[src/rtl/blake2_bus_host_if.sv]
// Signal bundle between the blake2 bus host, its byte source/hash sink and the core bus.
// The master view is the host itself; slave is the environment around it.
interface blake2_bus_host_if;
    logic       in_valid_i;
    logic       in_ready_o;
    logic [7:0] in_data_i;
    logic [1:0] in_cmd_i;
    logic       in_last_i;
    logic [7:0] data_o;
    logic [2:0] data_ctrl_o;
    logic [7:0] hash_i;
    logic [1:0] hash_ctrl_i;
    logic       out_valid_o;
    logic [7:0] out_data_o;
    logic       out_last_o;
    logic       busy_o;
    logic       timeout_o;

    modport master (
        input  in_valid_i, in_data_i, in_cmd_i, in_last_i, hash_i, hash_ctrl_i,
        output in_ready_o, data_o, data_ctrl_o, out_valid_o, out_data_o, out_last_o,
        output busy_o, timeout_o
    );

    modport slave (
        output in_valid_i, in_data_i, in_cmd_i, in_last_i, hash_i, hash_ctrl_i,
        input  in_ready_o, data_o, data_ctrl_o, out_valid_o, out_data_o, out_last_o,
        input  busy_o, timeout_o
    );
endinterface

[src/rtl/blake2_bus_host.sv]
// Host-side blake2 bus driver: paces source bytes onto the data bus using the core's
// ready flag, then collects HASH_BYTES hash bytes with an inactivity timeout.
module blake2_bus_host #(
    parameter int unsigned HASH_BYTES = 32,
    parameter int unsigned GAP_CYC    = 4,
    parameter int unsigned TIMEOUT    = 4095
) (
    input logic               clk,
    input logic               rst_async,
    blake2_bus_host_if.master bus
);

    localparam int unsigned GW = $clog2(GAP_CYC + 1);
    localparam int unsigned BW = $clog2(HASH_BYTES + 1);
    localparam int unsigned TW = $clog2(TIMEOUT + 1);

    typedef enum logic [1:0] {
        IDLE,
        GAP,
        WAIT_HASH,
        READ
    } state_t;

    state_t          state;
    logic [GW-1:0]   gap_cnt;
    logic [BW-1:0]   byte_cnt;
    logic [TW-1:0]   to_cnt;
    logic            last_q;
    logic            accept;
    logic            hash_vld;
    logic            to_expire;

    assign bus.in_ready_o = (state == IDLE) && bus.hash_ctrl_i[0];
    assign accept         = bus.in_valid_i && bus.in_ready_o;
    assign hash_vld       = bus.hash_ctrl_i[1];
    // This cycle's increment would bring the counter to TIMEOUT.
    assign to_expire      = (to_cnt == TW'(TIMEOUT - 1));

    always_ff @(posedge clk or posedge rst_async) begin
        if (rst_async) begin
            state           <= IDLE;
            gap_cnt         <= '0;
            byte_cnt        <= '0;
            to_cnt          <= '0;
            last_q          <= 1'b0;
            bus.data_o      <= '0;
            bus.data_ctrl_o <= '0;
            bus.out_valid_o <= 1'b0;
            bus.out_data_o  <= '0;
            bus.out_last_o  <= 1'b0;
            bus.busy_o      <= 1'b0;
            bus.timeout_o   <= 1'b0;
        end else begin
            bus.out_valid_o <= 1'b0;
            bus.out_last_o  <= 1'b0;
            // Stays high for one cycle after returning to IDLE.
            bus.busy_o      <= (state != IDLE) || accept;

            case (state)
                IDLE: begin
                    if (accept) begin
                        bus.data_o      <= bus.in_data_i;
                        bus.data_ctrl_o <= {bus.in_cmd_i, 1'b1};
                        last_q          <= bus.in_last_i;
                        gap_cnt         <= GW'(GAP_CYC - 1);
                        state           <= GAP;
                    end
                end

                GAP: begin
                    bus.data_ctrl_o[0] <= 1'b0;
                    if (gap_cnt == '0) begin
                        state <= last_q ? WAIT_HASH : IDLE;
                    end else begin
                        gap_cnt <= gap_cnt - 1'b1;
                    end
                end

                WAIT_HASH: begin
                    if (hash_vld) begin
                        bus.out_valid_o <= 1'b1;
                        bus.out_data_o  <= bus.hash_i;
                        to_cnt          <= '0;
                        if (HASH_BYTES == 1) begin
                            bus.out_last_o <= 1'b1;
                            byte_cnt       <= '0;
                            state          <= IDLE;
                        end else begin
                            byte_cnt <= BW'(1);
                            state    <= READ;
                        end
                    end else if (to_expire) begin
                        bus.timeout_o <= 1'b1;
                        to_cnt        <= '0;
                        byte_cnt      <= '0;
                        state         <= IDLE;
                    end else begin
                        to_cnt <= to_cnt + 1'b1;
                    end
                end

                READ: begin
                    if (hash_vld) begin
                        bus.out_valid_o <= 1'b1;
                        bus.out_data_o  <= bus.hash_i;
                        to_cnt          <= '0;
                        if (byte_cnt == BW'(HASH_BYTES - 1)) begin
                            bus.out_last_o <= 1'b1;
                            byte_cnt       <= '0;
                            state          <= IDLE;
                        end else begin
                            byte_cnt <= byte_cnt + 1'b1;
                        end
                    end else if (to_expire) begin
                        bus.timeout_o <= 1'b1;
                        to_cnt        <= '0;
                        byte_cnt      <= '0;
                        state         <= IDLE;
                    end else begin
                        to_cnt <= to_cnt + 1'b1;
                    end
                end

                default: state <= IDLE;
            endcase
        end
    end

endmodule
[src/flat_wrapper.sv]
// flat-port wrapper written by rule: the top's interface ports become plain ports
module blake2_bus_host_flat 
#(
    parameter int unsigned HASH_BYTES = 32,
    parameter int unsigned GAP_CYC    = 4,
    parameter int unsigned TIMEOUT    = 4095
)
  (clk, rst_async, bus_in_valid_i, bus_in_data_i, bus_in_cmd_i, bus_in_last_i, bus_hash_i, bus_hash_ctrl_i, bus_in_ready_o, bus_data_o, bus_data_ctrl_o, bus_out_valid_o, bus_out_data_o, bus_out_last_o, bus_busy_o, bus_timeout_o);
  blake2_bus_host_if bus_i ();
  input logic clk;
  input logic rst_async;
  input wire logic [$bits(bus_i.in_valid_i)-1:0] bus_in_valid_i;
  input wire logic [$bits(bus_i.in_data_i)-1:0] bus_in_data_i;
  input wire logic [$bits(bus_i.in_cmd_i)-1:0] bus_in_cmd_i;
  input wire logic [$bits(bus_i.in_last_i)-1:0] bus_in_last_i;
  input wire logic [$bits(bus_i.hash_i)-1:0] bus_hash_i;
  input wire logic [$bits(bus_i.hash_ctrl_i)-1:0] bus_hash_ctrl_i;
  output wire logic [$bits(bus_i.in_ready_o)-1:0] bus_in_ready_o;
  output wire logic [$bits(bus_i.data_o)-1:0] bus_data_o;
  output wire logic [$bits(bus_i.data_ctrl_o)-1:0] bus_data_ctrl_o;
  output wire logic [$bits(bus_i.out_valid_o)-1:0] bus_out_valid_o;
  output wire logic [$bits(bus_i.out_data_o)-1:0] bus_out_data_o;
  output wire logic [$bits(bus_i.out_last_o)-1:0] bus_out_last_o;
  output wire logic [$bits(bus_i.busy_o)-1:0] bus_busy_o;
  output wire logic [$bits(bus_i.timeout_o)-1:0] bus_timeout_o;
  assign bus_i.in_valid_i = bus_in_valid_i;
  assign bus_i.in_data_i = bus_in_data_i;
  assign bus_i.in_cmd_i = bus_in_cmd_i;
  assign bus_i.in_last_i = bus_in_last_i;
  assign bus_i.hash_i = bus_hash_i;
  assign bus_i.hash_ctrl_i = bus_hash_ctrl_i;
  assign bus_in_ready_o = bus_i.in_ready_o;
  assign bus_data_o = bus_i.data_o;
  assign bus_data_ctrl_o = bus_i.data_ctrl_o;
  assign bus_out_valid_o = bus_i.out_valid_o;
  assign bus_out_data_o = bus_i.out_data_o;
  assign bus_out_last_o = bus_i.out_last_o;
  assign bus_busy_o = bus_i.busy_o;
  assign bus_timeout_o = bus_i.timeout_o;
  blake2_bus_host #(.HASH_BYTES(HASH_BYTES), .GAP_CYC(GAP_CYC), .TIMEOUT(TIMEOUT)) u_core (.clk(clk), .rst_async(rst_async), .bus(bus_i));
endmodule
[config.mk]
export PLATFORM = sky130hd
export DESIGN_NAME = blake2_bus_host_flat
export DESIGN_NICKNAME = d
export VERILOG_FILES = /design/src/rtl/blake2_bus_host_if.sv /design/src/rtl/blake2_bus_host.sv /design/src/flat_wrapper.sv
export SDC_FILE = /design/constraint.sdc
export NUM_CORES = 1
export LEC_CHECK = 0
export ABC_AREA = 0
export CAP_MARGIN = 20
export CELL_PAD_IN_SITES_DETAIL_PLACEMENT = 0
export CELL_PAD_IN_SITES_GLOBAL_PLACEMENT = 1
export CORE_MARGIN = 8
export CORE_UTILIZATION = 30
export DETAILED_ROUTE_END_ITERATION = 16
export PLACE_DENSITY = 0.63
export SLEW_MARGIN = 20
export SYNTH_ARGS = -nofsm -noshare
export SYNTH_HDL_FRONTEND = slang
export SYNTH_SLANG_ARGS = --single-unit
[constraint.sdc]
create_clock -name clk -period 1.9 [get_ports clk]
set_input_delay 0.285 -clock clk [delete_from_list [all_inputs] [get_ports clk]]
set_output_delay 0.285 -clock clk [all_outputs]
set_load 0.02 [all_outputs]
# After elaboration in Yosys (flattened, before gate mapping)

Index checks and enable logic that the tools add are counted.

Register bits: 47
Input bits: 24
Output and inout port bits: 24
Word-level logic and storage cells: 66

$add $sub $neg: 3
Equality and inequality tests: 9
Mux-type cells: 25
Bitwise logic cells: 1
Reduce and logical (&&, ||, !) cells: 15

Operators with widths:

| cell                                                 | count |
|---|---|
| two-way mux 12 bit                                   | 2 |
| two-way mux 6 bit                                    | 4 |
| two-way mux 2 bit                                    | 7 |
| adder 12 x 1 -> 12 bit (second input constant)       | 1 |
| equality test 12 bit (second input constant)         | 1 |
| case mux 6 bit (2 select lines)                      | 1 |
| AND reduction 3 bit                                  | 3 |
| case mux 2 bit (4 select lines)                      | 1 |
| adder 6 x 1 -> 6 bit (second input constant)         | 1 |
| equality test 6 x 5 -> 1 bit (second input constant) | 1 |
| two-way mux 1 bit                                    | 6 |
| two-way mux 3 bit                                    | 2 |
| case mux 3 bit (2 select lines)                      | 1 |
| AND reduction 2 bit                                  | 3 |
| nonzero test 2 bit                                   | 3 |
| equality test 2 bit (second input constant)          | 2 |
| != test 2 x 1 -> 1 bit (second input constant)       | 2 |
| zero test 3 bit                                      | 1 |
| != test 3 x 2 -> 1 bit (second input constant)       | 1 |
| subtractor 3 x 1 -> 3 bit (second input constant)    | 1 |
| equality test 2 x 1 -> 1 bit (second input constant) | 1 |
| logical AND 1 bit                                    | 2 |
| zero test 2 bit                                      | 1 |
| != test 2 bit (second input constant)                | 1 |
| 4 further kinds                                      | 4 |

# Longest topological paths before layout

Depth after elaboration: 5
Gate-level depth with buffers: 7

# Least setup slack after synthesis

OpenSTA, ideal clock, no wires.

Path type: register -> register
Start: register u_core.state[0]
End: register u_core.bus.data_ctrl_o[2]
Setup time: 0.125 ns
Data arrival time: 1.561 ns
Required time: 1.775 ns
Slack: 0.215 ns
Cell stages (with the launch flop): 5
Path buffers: 2
Path through: dfrtp_1 -> clkbuf_1 -> nor3_1 -> buf_2 -> mux2_2

Cells in the longest elaborated chain, start to end: 4

Ends and longest elaborated chain:

| element                           | line                                         | text |
|---|---|---|
| start, declared                   | blake2_bus_host.sv:24                        | `state_t state;` |
| start signal, assigned            | blake2_bus_host.sv:73                        | `state <= last_q ? WAIT_HASH : IDLE;` |
| zero test 2 bit (*)               | blake2_bus_host.sv:33, blake2_bus_host.sv:59 |  |
| logical AND 1 bit                 | blake2_bus_host.sv:33                        | `assign bus.in_ready_o = (state == IDLE) && bus.hash_ctrl_i[0];` |
| logical AND 1 bit                 | blake2_bus_host.sv:34                        | `assign accept = bus.in_valid_i && bus.in_ready_o;` |
| AND reduction 2 bit (no line) (*) | --                                           |  |
| end signal, assigned              | blake2_bus_host.sv:63                        | `bus.data_ctrl_o <= {bus.in_cmd_i, 1'b1};` |
| end, declared                     | blake2_bus_host_if.sv:21                     | `output in_ready_o, data_o, data_ctrl_o, out_valid_o, out_data_o, out_last_o,` |

Mark *: on every way between the ends. The rest lies on a longest branch, timed or not.
A chain may end at the register's enable or synchronous reset.

# Worst setup path in the final report

Start: register u_core.to_cnt[0]
End: register u_core.byte_cnt[4]

Cells in the longest elaborated chain, start to end: 4
Elaborated cells on any way between the ends: 5
Those cells by class: eq/ne (1); mux (4)

Ends and longest elaborated chain:

| element                              | line                   | text |
|---|---|---|
| start, declared                      | blake2_bus_host.sv:27  | `logic [TW-1:0] to_cnt;` |
| start signal, assigned               | blake2_bus_host.sv:98  | `to_cnt <= to_cnt + 1'b1;` |
| start signal, assigned               | blake2_bus_host.sv:120 | `to_cnt <= to_cnt + 1'b1;` |
| equality test 12 bit (*)             | blake2_bus_host.sv:37  | `assign to_expire = (to_cnt == TW'(TIMEOUT - 1));` |
| two-way mux 6 bit (*)                | --                     |  |
| two-way mux 6 bit (on tied branches) | --                     |  |
| case mux 6 bit (2 select lines) (*)  | --                     |  |
| end signal, assigned                 | blake2_bus_host.sv:112 | `byte_cnt <= byte_cnt + 1'b1;` |
| end, declared                        | blake2_bus_host.sv:26  | `logic [BW-1:0] byte_cnt;` |

Marks and branches as above.

==> metrics.cfg <==
[layout]
drive_above_1_share = 0.148
finish.instance_area_um2 = 3020
finalNetCount = 305
fin_util = 0.418
instances_no_fill = 376
diodes = 0
areaGrowthSynthToFinish_pct = 36.4

[timing]
timing.final.setup_violations = 0
setup_tns_ps = 0
worstMarginPinSlew_ps = 497
layout_min_cycle_time_ps = 1770
grt_setup_unrepaired = no
max_freq_mhz = 567
fin_worst_skew_ps = 4.06
fin_crit_sh = 0.929
slew_viol_final = 0
slew_headroom = 0.668
hold_violations = 0

[yosys]
synth_edf_count = 0
syn_area_um2 = 2210
syn-num-nets = 246
synth_cell_types = 49
synth-main-ff-cell = dfrtp_1
synthArstFlopShare = 1.00
yosysWarnings = 0
synthCells = 217
yosysSeqAreaShare = 0.532
ys_seq_elements = 47
synth_area_per_cell_um2 = 10.2

[placed_design]
dpl_cell_area_um2 = 2900
dpl.hpwl_um = 3790
dpl.cell_count = 368
port_buffers = 47
routabilityCongestion = 0.750

[die]
initial_core_util = 0.307
rows = 31
core_um2 = 7210
io_pins = 48
die_y_um = 102
die_x_um = 102
dieArea_um2 = 10400

[routing]
wire_per_inst_um = 14.1
wirelength_um = 5310
dr.pass1.iters = 4
routed_via_density = 4.70
remaining_drc_errors = 0
num_vias = 1768
ant_nets = 0
drt_iter0_markers = 79

[clock_network]
clock-root-buffer = clkbuf_8
htreeDepth = 2
clock_path_buffers = 2
clkTransAtPathRegs_ps = 90
cts.sinks = 47
clock_latency_ps = 300
cts_tree = done
numCtsBuffers = 5

[setup_path]
path_buf_inv = 3
r2r_start = u_core.to_cnt[0]$_DFFE_PP0N_
end_kind = flip-flop
startpoint_type = flip-flop
critPathMaxStageDelay_ps = 420
path_class = flip-flop to flip-flop
cp.required_ps = 2100
critPathMaxFanout = 6
crit_path_cell_trace = inv_1, ha_1, nand3_1, buf_4, nor4_2, buf_4, o21ai_2, a211o_1
crit_arrival_ps = 1970
r2r_setup_slack_ps = 130
worstSetupStartpoint = u_core.to_cnt[0]$_DFFE_PP0N_
critPathTopFamily = buffers and inverters
cpMaxStageDelayCell = dfrtp_1
cp_common_cell = buf_4

[hold_path]
hp-class = primary input to async pin

[job]
drv_cap = 0

[power_and_ir_drop]
leakagePower_nw = 1.38
power_density_nw_per_um2 = 1350
ir_worst_vdd_uv = 571

[global_route]
grt_overflow = 0
grt_max_degree = 48
antenna_found_initial = 0
grt_pass1_vias = 1877
track_usage = 0.112
grt_pass1_wl_um = 9200

[outcome]
status = complete, no violations

## kinds of logic after synthesis
group	synth area share
DFF	0.532
xor gates and xnor gates	0.0158
and+or+nand+nor	0.198
muxes	0.0554
adders and majority gates	0.0283
AOI/OAI and AO/OA	0.135
buffers and inverters	0.0362
## cell usage after synthesis (all sizes together), types with 3 or more instances
library cell | number | share of area
nand2 | 39 | 0.066
o21ai | 6 | 0.015
buf | 5 | 0.011
ha | 5 | 0.028
nand3 | 11 | 0.025
and3 | 5 | 0.014
a22o | 3 | 0.012
clkbuf | 3 | 0.0051
xor2 | 3 | 0.012
dfrtp | 47 | 0.53
nor3 | 3 | 0.0068
nor2 | 12 | 0.020
o31ai | 3 | 0.010
nand4 | 4 | 0.014
a21o | 4 | 0.014
o22ai | 3 | 0.0085
mux2 | 10 | 0.051
a31oi | 4 | 0.011
o2bb2ai | 3 | 0.012
a21oi | 5 | 0.011
inv | 11 | 0.019
## area by class of cell
class	instances	area, um^2
Fill cell	717	4200
Sequential cell	47	1180
Multi-Input combinational cell	150	965
Timing Repair Buffer	60	596
Tap cell	99	124
Clock buffer	5	68.8
Inverter	12	45.0
Clock inverter	3	43.8
## cell usage in the layout (no fill, tap or decap), drive strengths merged, types with 6 or more instances in the layout
master,count
dfrtp,47
buf,13
mux2,10
clkdlybuf4s50,46
nand3,11
o21ai,6
inv,11
nand2,39
nor2,12
## what timing repair did
item	in CTS	in global routing
resized for setup	0	2
buffers inserted	0	0
endpoints found under the setup margin	0	2
hold buffers	0	0
## worst min-delay path, stage by stage
cell	delay (ps)
clkdlybuf4s50_1	410
inv_2	70
buf_12	250
## flip-flops by register name, indices dropped and copies added (netlist names), 2 cells and up
signal / cells
u_core.byte_cnt: 6
u_core.bus.out_data_o: 8
u_core.bus.data_ctrl_o: 3
u_core.state: 2
u_core.to_cnt: 12
u_core.bus.data_o: 8
u_core.gap_cnt: 3
## stage by stage
stage          power (mW)  hold WS (ps)  setup WS, ps
5_1_grt              4.38           356          17.0
4_1_cts              4.14           334          18.9
2_1_floorplan        2.58           390           215
3_3_place_gp         3.36           447           114
3_5_place_dp         3.37           449           106
6_report             4.08           321           135
## metal layers
| metal | track usage | up-vias | share of wire |
|---|---|---|---|
| met4 | 0.0293 | 0 | 0.010 |
| li1 | - | 884 | - |
| met1 | 0.138 | 840 | 0.46 |
| met2 | 0.179 | 38 | 0.47 |
| met3 | 0.0422 | 6 | 0.061 |
| met5 | 0 | - | 0 |
## where the power goes
part | internal, mW | total, mW | switching, mW
Sequential | 1.34 | 1.55 | 0.204
Clock | 0.392 | 0.759 | 0.366
Combinational | 0.847 | 1.78 | 0.928
## path summary, 6_finish.rpt
| path | end | depth (start not counted) |
|---|---|---|
| worst min-delay path | u_core.bus.out_data_o[0]$_DFFE_PP0P_ | 3 |
| worst min register to register | u_core.bus.timeout_o$_DFFE_PP0P_ | 1 |
| worst max register to register | u_core.byte_cnt[4]$_DFFE_PP0N_ | 8 |
| max in group asynchronous | u_core.to_cnt[10]$_DFFE_PP0N_ | 3 |
| min in group clk | u_core.bus.timeout_o$_DFFE_PP0P_ | 1 |
| worst max-delay path | u_core.byte_cnt[4]$_DFFE_PP0N_ | 8 |
Power figures use the tool's default switching activity.
